$ cat src/rtl/pipelined_barrel_shifter.sv
// Pipelined log shifter: one register stage per shift-amount bit, with a
// valid/ready stall chain so a full pipe backpressures the producer.
module pipelined_barrel_shifter #(
    parameter int N  = 8,
    parameter int SW = $clog2(N),
    parameter int L  = SW
) (
    input  logic          clk,
    input  logic          rst,
    input  logic          arg_vld,
    output logic          arg_rdy,
    input  logic [N-1:0]  a,
    input  logic [SW-1:0] sh,
    input  logic [1:0]    mode,
    output logic          res_vld,
    input  logic          res_rdy,
    output logic [N-1:0]  res
);
    logic [L:0]             adv;
    logic [L-1:0]           vld_pipe;
    logic [L-1:0]           v_in;
    logic [L-1:0][N-1:0]    d_in;
    logic [L-1:0][N-1:0]    d_q;
    logic [L-1:0][SW-1:0]   sh_in;
    logic [L-1:0][1:0]      md_in;
    logic [L-1:0]           sg_in;

    assign adv[L]   = res_rdy;
    assign arg_rdy  = adv[0];
    assign v_in[0]  = arg_vld;
    assign d_in[0]  = a;
    assign sh_in[0] = sh;
    assign md_in[0] = mode;
    // ASR fill comes from the original operand's sign, not the shifted data
    assign sg_in[0] = a[N-1];
    assign res_vld  = vld_pipe[L-1];
    assign res      = d_q[L-1];

    for (genvar k = 0; k < L; k++) begin : g_stg
        localparam int D = 1 << k;
        localparam logic [N-1:0] FILL = ~({N{1'b1}} >> D);

        logic [N-1:0] shf;
        logic         vld_r;
        logic [N-1:0] dat_r;

        assign adv[k]      = !vld_r || adv[k+1];
        assign vld_pipe[k] = vld_r;
        assign d_q[k]      = dat_r;

        always_comb begin
            shf = d_in[k];
            if (sh_in[k][0]) begin
                unique case (md_in[k])
                    2'd0:    shf = d_in[k] << D;
                    2'd1:    shf = d_in[k] >> D;
                    2'd2:    shf = (d_in[k] >> D) | (sg_in[k] ? FILL : '0);
                    default: shf = (d_in[k] >> D) | (d_in[k] << (N - D));
                endcase
            end
        end

        always_ff @(posedge clk) begin
            if (rst) begin
                vld_r <= 1'b0;
                dat_r <= '0;
            end else if (adv[k]) begin
                vld_r <= v_in[k];
                dat_r <= shf;
            end
        end

        // Control sidebands only travel as far as a later stage needs them
        if (k < L-1) begin : g_meta
            logic [SW-1:0] sh_r;
            logic [1:0]    md_r;
            logic          sg_r;

            always_ff @(posedge clk) begin
                if (rst) begin
                    sh_r <= '0;
                    md_r <= '0;
                    sg_r <= 1'b0;
                end else if (adv[k]) begin
                    sh_r <= sh_in[k] >> 1;
                    md_r <= md_in[k];
                    sg_r <= sg_in[k];
                end
            end

            assign v_in[k+1]  = vld_pipe[k];
            assign d_in[k+1]  = d_q[k];
            assign sh_in[k+1] = sh_r;
            assign md_in[k+1] = md_r;
            assign sg_in[k+1] = sg_r;
        end
    end
endmodule
$ cat config.mk
export PLATFORM = sky130hd
export DESIGN_NAME = pipelined_barrel_shifter
export DESIGN_NICKNAME = d
export VERILOG_FILES = /design/src/rtl/pipelined_barrel_shifter.sv
export SDC_FILE = /design/constraint.sdc
export NUM_CORES = 1
export LEC_CHECK = 0
export ABC_AREA = 0
export CAP_MARGIN = 30
export CORE_MARGIN = 2
export CORE_UTILIZATION = 56
export DETAILED_ROUTE_END_ITERATION = 7
export GPL_TIMING_DRIVEN = 0
export PLACE_DENSITY_LB_ADDON = 0.2
export SYNTH_ARGS = -nofsm -noshare
export SYNTH_HDL_FRONTEND = slang
export SYNTH_SLANG_ARGS = --single-unit
$ cat constraint.sdc
create_clock -name clk -period 1.8 [get_ports clk]
set_input_delay 0.36 -clock clk [delete_from_list [all_inputs] [get_ports clk]]
set_output_delay 0.36 -clock clk [all_outputs]
set_load 0.05 [all_outputs]
==> run_results.csv, run 1 <==
group,metric,value,unit
run_status,status,"complete, no violations",
grt,grt_max_degree,13,
die,die_height,61.3,µm
detailed_routing,wirelength,4410,µm
detailed_routing,drtPass1Iterations,5,
finish,n_antenna_cell,0,
setup_path,worstSetupEndpointType,"output pin",
detailed_routing,viasPerCell,5.90,
die,initial_core_util,59.7,%
setup_path,crit_type,"flop to output pin",
grt,overflow,0,
yosys,ys_seq_elements,36,
cts,cts_resized,21,
cts,cts_setup_buffers,0,
yosys,syn-num-nets,245,
finish,layout-drive-gt1-share,11.5,%
cts,clock-root-buffer,"clkbuf_4",
die,die-area,3750,µm²
place,io_buffers,25,
die,core,3080,µm²
cts,clkTransAtPathRegs,0.11,ns
cts,insertion_delay,0.36,ns
timing,max_slew_margin,64.9,%
place,dp_hpwl,3250,µm
timing,maxClockFrequency,591,MHz
setup_path,reg2reg_depth,4,
power,power_per_cell_area,747,nW/µm²
die,die_w,61.3,µm
place,dpl_cell_area,2140,µm²
grt,grt_pass1_wl,7330,µm
power,ir_drop,0.556,mV
yosys,yosysWarnings,0,
cts,postCtsHoldBufs,0,
power,p_leak,0.848,nW
timing,post-route-period-util,94.0,%
finish,postLayoutCellArea,2210,µm²
timing,grt_setup_unrepaired,"no",
timing,setup_viol,0,
cts,cts_buffers,5,
grt,grt_pass1_vias,1489,
timing,tightest_slew,0.527,ns
finish,nets,277,
yosys,synthTopCellsByArea,"dfxtp_1 (39%), nand2_1 (5.9%), nor2_1 (5.9%)",
yosys,synth_cell_types,29,
detailed_routing,ant_nets,0,
cts,cts_sinks,36,
detailed_routing,drc,0,
yosys,syn-cell-area,1840,µm²
timing,finalMaxSlewViolations,0,
setup_path,worstPathRequired,1.44,ns
timing,finalHoldViolCount,0,
setup_path,critPathMaxFanout,10,
timing,hold_slack,0.463,ns
die,rows,20,
yosys,syn_inst,228,
cts,htree_levels,2,
die,io_pins,27,
grt,track_usage,26.8,%
place,gp_congestion,0.867,
run,max_cap_violations,0,
cts,cts_tree,"built",
detailed_routing,drt_iter0_markers,150,
yosys,syn_avg_cell_area,8.06,µm²
timing,period_minus_slack,1.69,ns
finish,area_growth,20.4,%
yosys,synth_top_area_share,39.2,%
setup_path,cp.arrival,1.33,ns
worst_hold_path,holdPathStages,2,
detailed_routing,num_vias,1800,
cts,clock_path_buffers,2,
grt,antenna_found_initial,0,
yosys,yosys.area.top_type,"dfxtp_1",
yosys,ys_seq_area_share,39.2,%
detailed_routing,wl_per_cell,14.5,µm
timing,fin_worst_skew,0.0101,ns
setup_path,crit_path_start_kind,"flop",
worst_hold_path,hp-class,"flop to flop",
==> Yosys cell counts <==
master / n
a21oi_1: 17
a21oi_2: 2
a311o_1: 10
a311oi_1: 7
a31oi_1: 1
a32o_1: 6
and3_1: 1
and3b_1: 1
and4b_1: 1
buf_2: 15
buf_4: 1
clkbuf_1: 3
dfxtp_1: 36
inv_1: 2
inv_2: 1
mux2i_1: 6
nand2_1: 29
nand2b_1: 3
nand3_1: 6
nand3b_1: 1
nor2_1: 29
nor2b_1: 6
nor3_1: 10
nor3b_1: 1
o211ai_1: 9
o21ai_0: 11
o21ai_1: 2
or2_1: 1
or3b_1: 10
==> layer usage <==
metal	global-route usage [%]	vias up	share of wire (%)
met2	38.6	82	45
met1	38.6	820	47
li1	-	893	-
met3	7.35	5	6.5
met4	9.01	0	1.4
met5	0	-	0
==> flip-flops by register name (all words and copies together) (netlist names) <==
register,cells
res,8
g_stg.g_meta.sh_r,3
g_stg.g_meta.md_r,4
res_vld,1
g_stg.dat_r,16
g_stg.vld_r,2
g_stg.g_meta.sg_r,2
==> layout make-up <==
cell class / instances / area, µm²
Sequential cell: 36 / 723
Inverter: 3 / 16.3
Clock buffer: 6 / 51.3
Timing Repair Buffer: 25 / 243
Tap cell: 44 / 55.1
Clock inverter: 2 / 15.0
Multi-Input combinational cell: 170 / 1010
Buffer: 19 / 96.3
Fill cell: 270 / 867
==> logic make-up after synthesis <==
logic type,after synthesis,synth area share (%)
simple gates,99,26.6
flops,36,39.2
mux,6,3.27
compound gates,65,25.2
buf+inv,22,5.72
==> power by group <==
part / total, mW / switching [mW] / internal, mW
clock network: 0.480 / 0.291 / 0.189
logic: 0.283 / 0.157 / 0.126
registers: 0.887 / 0.0420 / 0.845
total: 1.65 / 0.490 / 1.16
==> worst paths after layout <==
check / startpoint / to / slack, ns
setup / recovery: res_vld / arg_rdy / 0.11
hold / removal: g_stg[0].g_meta.sh_r[1] / g_stg[0].g_meta.sh_r[1] / 0.46
setup reg to reg: g_stg[1].g_meta.md_r[0] / res[3] / 0.40
hold reg to reg: g_stg[0].g_meta.sh_r[1] / g_stg[0].g_meta.sh_r[1] / 0.46
==> cells in the final DEF, fill, tap and decap left out, types with 5 or more instances in the layout <==
cell             instances
o211ai_1                 9
nand3_1                  6
clkbuf_4                 5
nor3_1                  10
nor2_1                  29
nand2_1                 29
a32o_1                   6
mux2i_1                  6
a311o_1                 10
a311oi_1                 7
clkdlybuf4s50_1         14
a21oi_1                 17
nor2b_1                  6
o21ai_0                 11
buf_2                   14
dlygate4sd2_1           10
dfxtp_1                 34
or3b_1                  10
==> worst max-delay path, cell delays in order, from the launching register on <==
cell	delay (ns)
dfxtp_2	0.38
and4b_1	0.20
buf_4	0.18
inv_6	0.07
buf_8	0.15
==> per-stage QoR <==
step           util (%)  setup TNS [ns]  total power [mW]  std cells  setup WS (ns)
2_1_floorplan         -               0              1.09        228          0.193
3_3_place_gp       69.6          -0.887              1.19        297         -0.816
3_5_place_dp       69.6           -1.07              1.19        297         -0.816
4_1_cts            71.7               0              1.65        305         0.0411
5_1_grt            71.8               0              1.73        305         0.0245
6_report           71.8               0              1.65        305          0.107
(Power assumes the default switching activity.)
==> run 2, diff against run 1 <==
Settings changed: SETUP_SLACK_MARGIN set to 0.3.
==> run 2 against run 1 <==
Against the previous run: wire length up 6.0%; cell count up 2.0%; non-clock buffer count up 6; register-to-register slack worse by 0.09 ns; global-route usage up 1.1 points; maximum frequency up 6.7%; sequential cell count unchanged; first-iteration DRC count down 24%; count of clock-buffer cells in the layout unchanged.
==> run_results.csv, run 2 (synthesis results as in run 1) <==
group,metric,value,unit
die,initial_core_util,59.7,%
timing,finalHoldViolCount,0,
finish,layout_commonest_cell,"dfxtp_1",
detailed_routing,drc,0,
finish,instances_no_fill,311,
run_status,status,"complete, no violations",
timing,post-route-period-util,88.1,%
finish,postLayoutCellArea,2300,µm²
place,io_buffers,25,
grt,grt_max_degree,12,
place,gp_congestion,0.922,
place,placed_cells,297,
setup_path,crit_path_start_kind,"flop",
die,die_w,61.3,µm
detailed_routing,viasPerCell,6.02,
finish,nets,283,
detailed_routing,wl_per_cell,15.0,µm
place,dpl_cell_area,2140,µm²
setup_path,worstSetupEndpointType,"output pin",
finish,final_cell_mix,"dfxtp_1 (33), nor2_1 (29), nand2_1 (29), a21oi_1 (17)",
timing,tightest_slew,0.523,ns
timing,max_slew_margin,65.1,%
cts,clkTransAtPathRegs,0.11,ns
setup_path,crit_path_max_incr_delay,0.36,ns
power,power_per_cell_area,720,nW/µm²
finish,layout-drive-gt1-share,17.6,%
die,die_height,61.3,µm
setup_path,critical_path.slowest_cell,"dfxtp_2",
detailed_routing,drtPass1Iterations,4,
detailed_routing,drt_iter0_markers,114,
power,p_leak,0.874,nW
grt,grt_pass1_vias,1668,
finish,n_antenna_cell,0,
setup_path,worstPathRequired,1.44,ns
timing,period_minus_slack,1.59,ns
setup_path,critPathMaxFanout,3,
timing,finalMaxSlewViolations,0,
finish,seqCellArea,724,µm²
place,dp_hpwl,3270,µm
die,rows,20,
cts,htree_levels,2,
detailed_routing,num_vias,1871,
die,core,3080,µm²
detailed_routing,wirelength,4680,µm
finish,fillers,259,
finish,largest_register_ffs,16,
setup_path,crit_type,"flop to output pin",
finish,area_growth,25.1,%
cts,cts_sinks,36,
cts,clock-root-buffer,"clkbuf_4",
finish,largest-register,"g_stg.dat_r",
cts,cts_tree,"built",
timing,hold_slack,0.480,ns
cts,insertion_delay,0.34,ns
power,ir_drop,0.564,mV
timing,maxClockFrequency,631,MHz
grt,grt_pass1_wl,7730,µm
cts,clock_path_buffers,2,
detailed_routing,ant_nets,0,
setup_path,crit_path_cell_trace,"and4b_1 > buf_6 > inv_8 > buf_8",
grt,overflow,0,
die,io_pins,27,
cts,cts_buffers,5,
grt,antenna_found_initial,0,
timing,fin_worst_skew,0.0101,ns
finish,finish.utilization,74.7,%
grt,track_usage,27.9,%
worst_hold_path,hp-class,"flop to flop",
setup_path,cp.arrival,1.23,ns
die,die-area,3750,µm²
timing,grt_setup_unrepaired,"yes",
timing,setup_viol,0,
finish,multi_input_area,1020,µm²
run,max_cap_violations,0,
==> run 2: cell types whose count changed in the layout (fill, tap and decap cells not counted), moves of 2 or more <==
cell             previous run  this run
clkinvlp_4                  2         0
dlymetal6s2s_1              0         2
clkdlybuf4s15_2             0         9
clkdlybuf4s50_1            14        12
clkinv_2                    0         2
buf_2                      14        12
buf_4                       2         7
dlygate4sd2_1              10         0
clkbuf_4                    5         7
==> run 2: what timing repair did <==
item,4_1_cts,5_1_grt
setup endpoints to repair,15,8
hold buffers,0,0
pin swaps,0,1
setup buffers,3,3
resized for setup,42,7
==> run 2: area by class of cell <==
type	count	share of cell area, %
well taps	44	2.40
multi-input cells	170	44.3
inverters	3	0.817
repair buffers	31	13.8
plain buffers	19	4.57
clock buffers	6	2.23
clock inverters	2	0.435
flip-flops and latches	36	31.5
==> run 2: metal layers <==
layer / routed length [µm] / global-route usage, %
met5: 0 / 0
met4: 38 / 9.01
met3: 304 / 5.67
met2: 2240 / 44.4
met1: 2090 / 38.0
==> run 2: worst max-delay path, delay by kind of cell, from the launching register on <==
| kind | cells | cell delay, ns |
|---|---|---|
| DFF | 1 | 0.36 |
| buffers and inverters | 3 | 0.30 |
| and+or+nand+nor | 1 | 0.23 |
==> run 2: final timing paths <==
path | from | end | slack, ns | depth (start not counted)
worst min-delay path | g_stg[0].vld_r | g_stg[1].vld_r | 0.48 | 2
worst max-delay path | g_stg[1].vld_r | arg_rdy | 0.21 | 4
worst min register to register | g_stg[0].vld_r | g_stg[1].vld_r | 0.48 | 2
worst max register to register | res_vld | res[7] | 0.31 | 5
==> run 2: power breakdown <==
| part | internal, mW | switching (mW) | total (mW) | leakage [nW] |
|---|---|---|---|---|
| Sequential | 0.845 | 0.0421 | 0.887 | 0.299 |
| Combinational | 0.136 | 0.163 | 0.298 | 0.537 |
| Clock | 0.186 | 0.283 | 0.469 | 0.0380 |
| Total | 1.17 | 0.488 | 1.65 | 0.874 |
==> run 2: through the flow <==
step | setup TNS, ns | setup WS [ns] | total power [mW]
after floorplan | 0 | 0.382 | 1.09
after global placement | -0.920 | -0.820 | 1.19
after detailed placement | -1.28 | -0.837 | 1.19
after CTS | 0 | 0.237 | 1.63
after global routing | 0 | 0.188 | 1.72
final | 0 | 0.214 | 1.65
==> run 3, diff against run 2 <==
Settings changed: CAP_MARGIN 30 to 5.
==> results of run 3 <==
The final DEF is identical to that of run 2; final timing and power are the same.
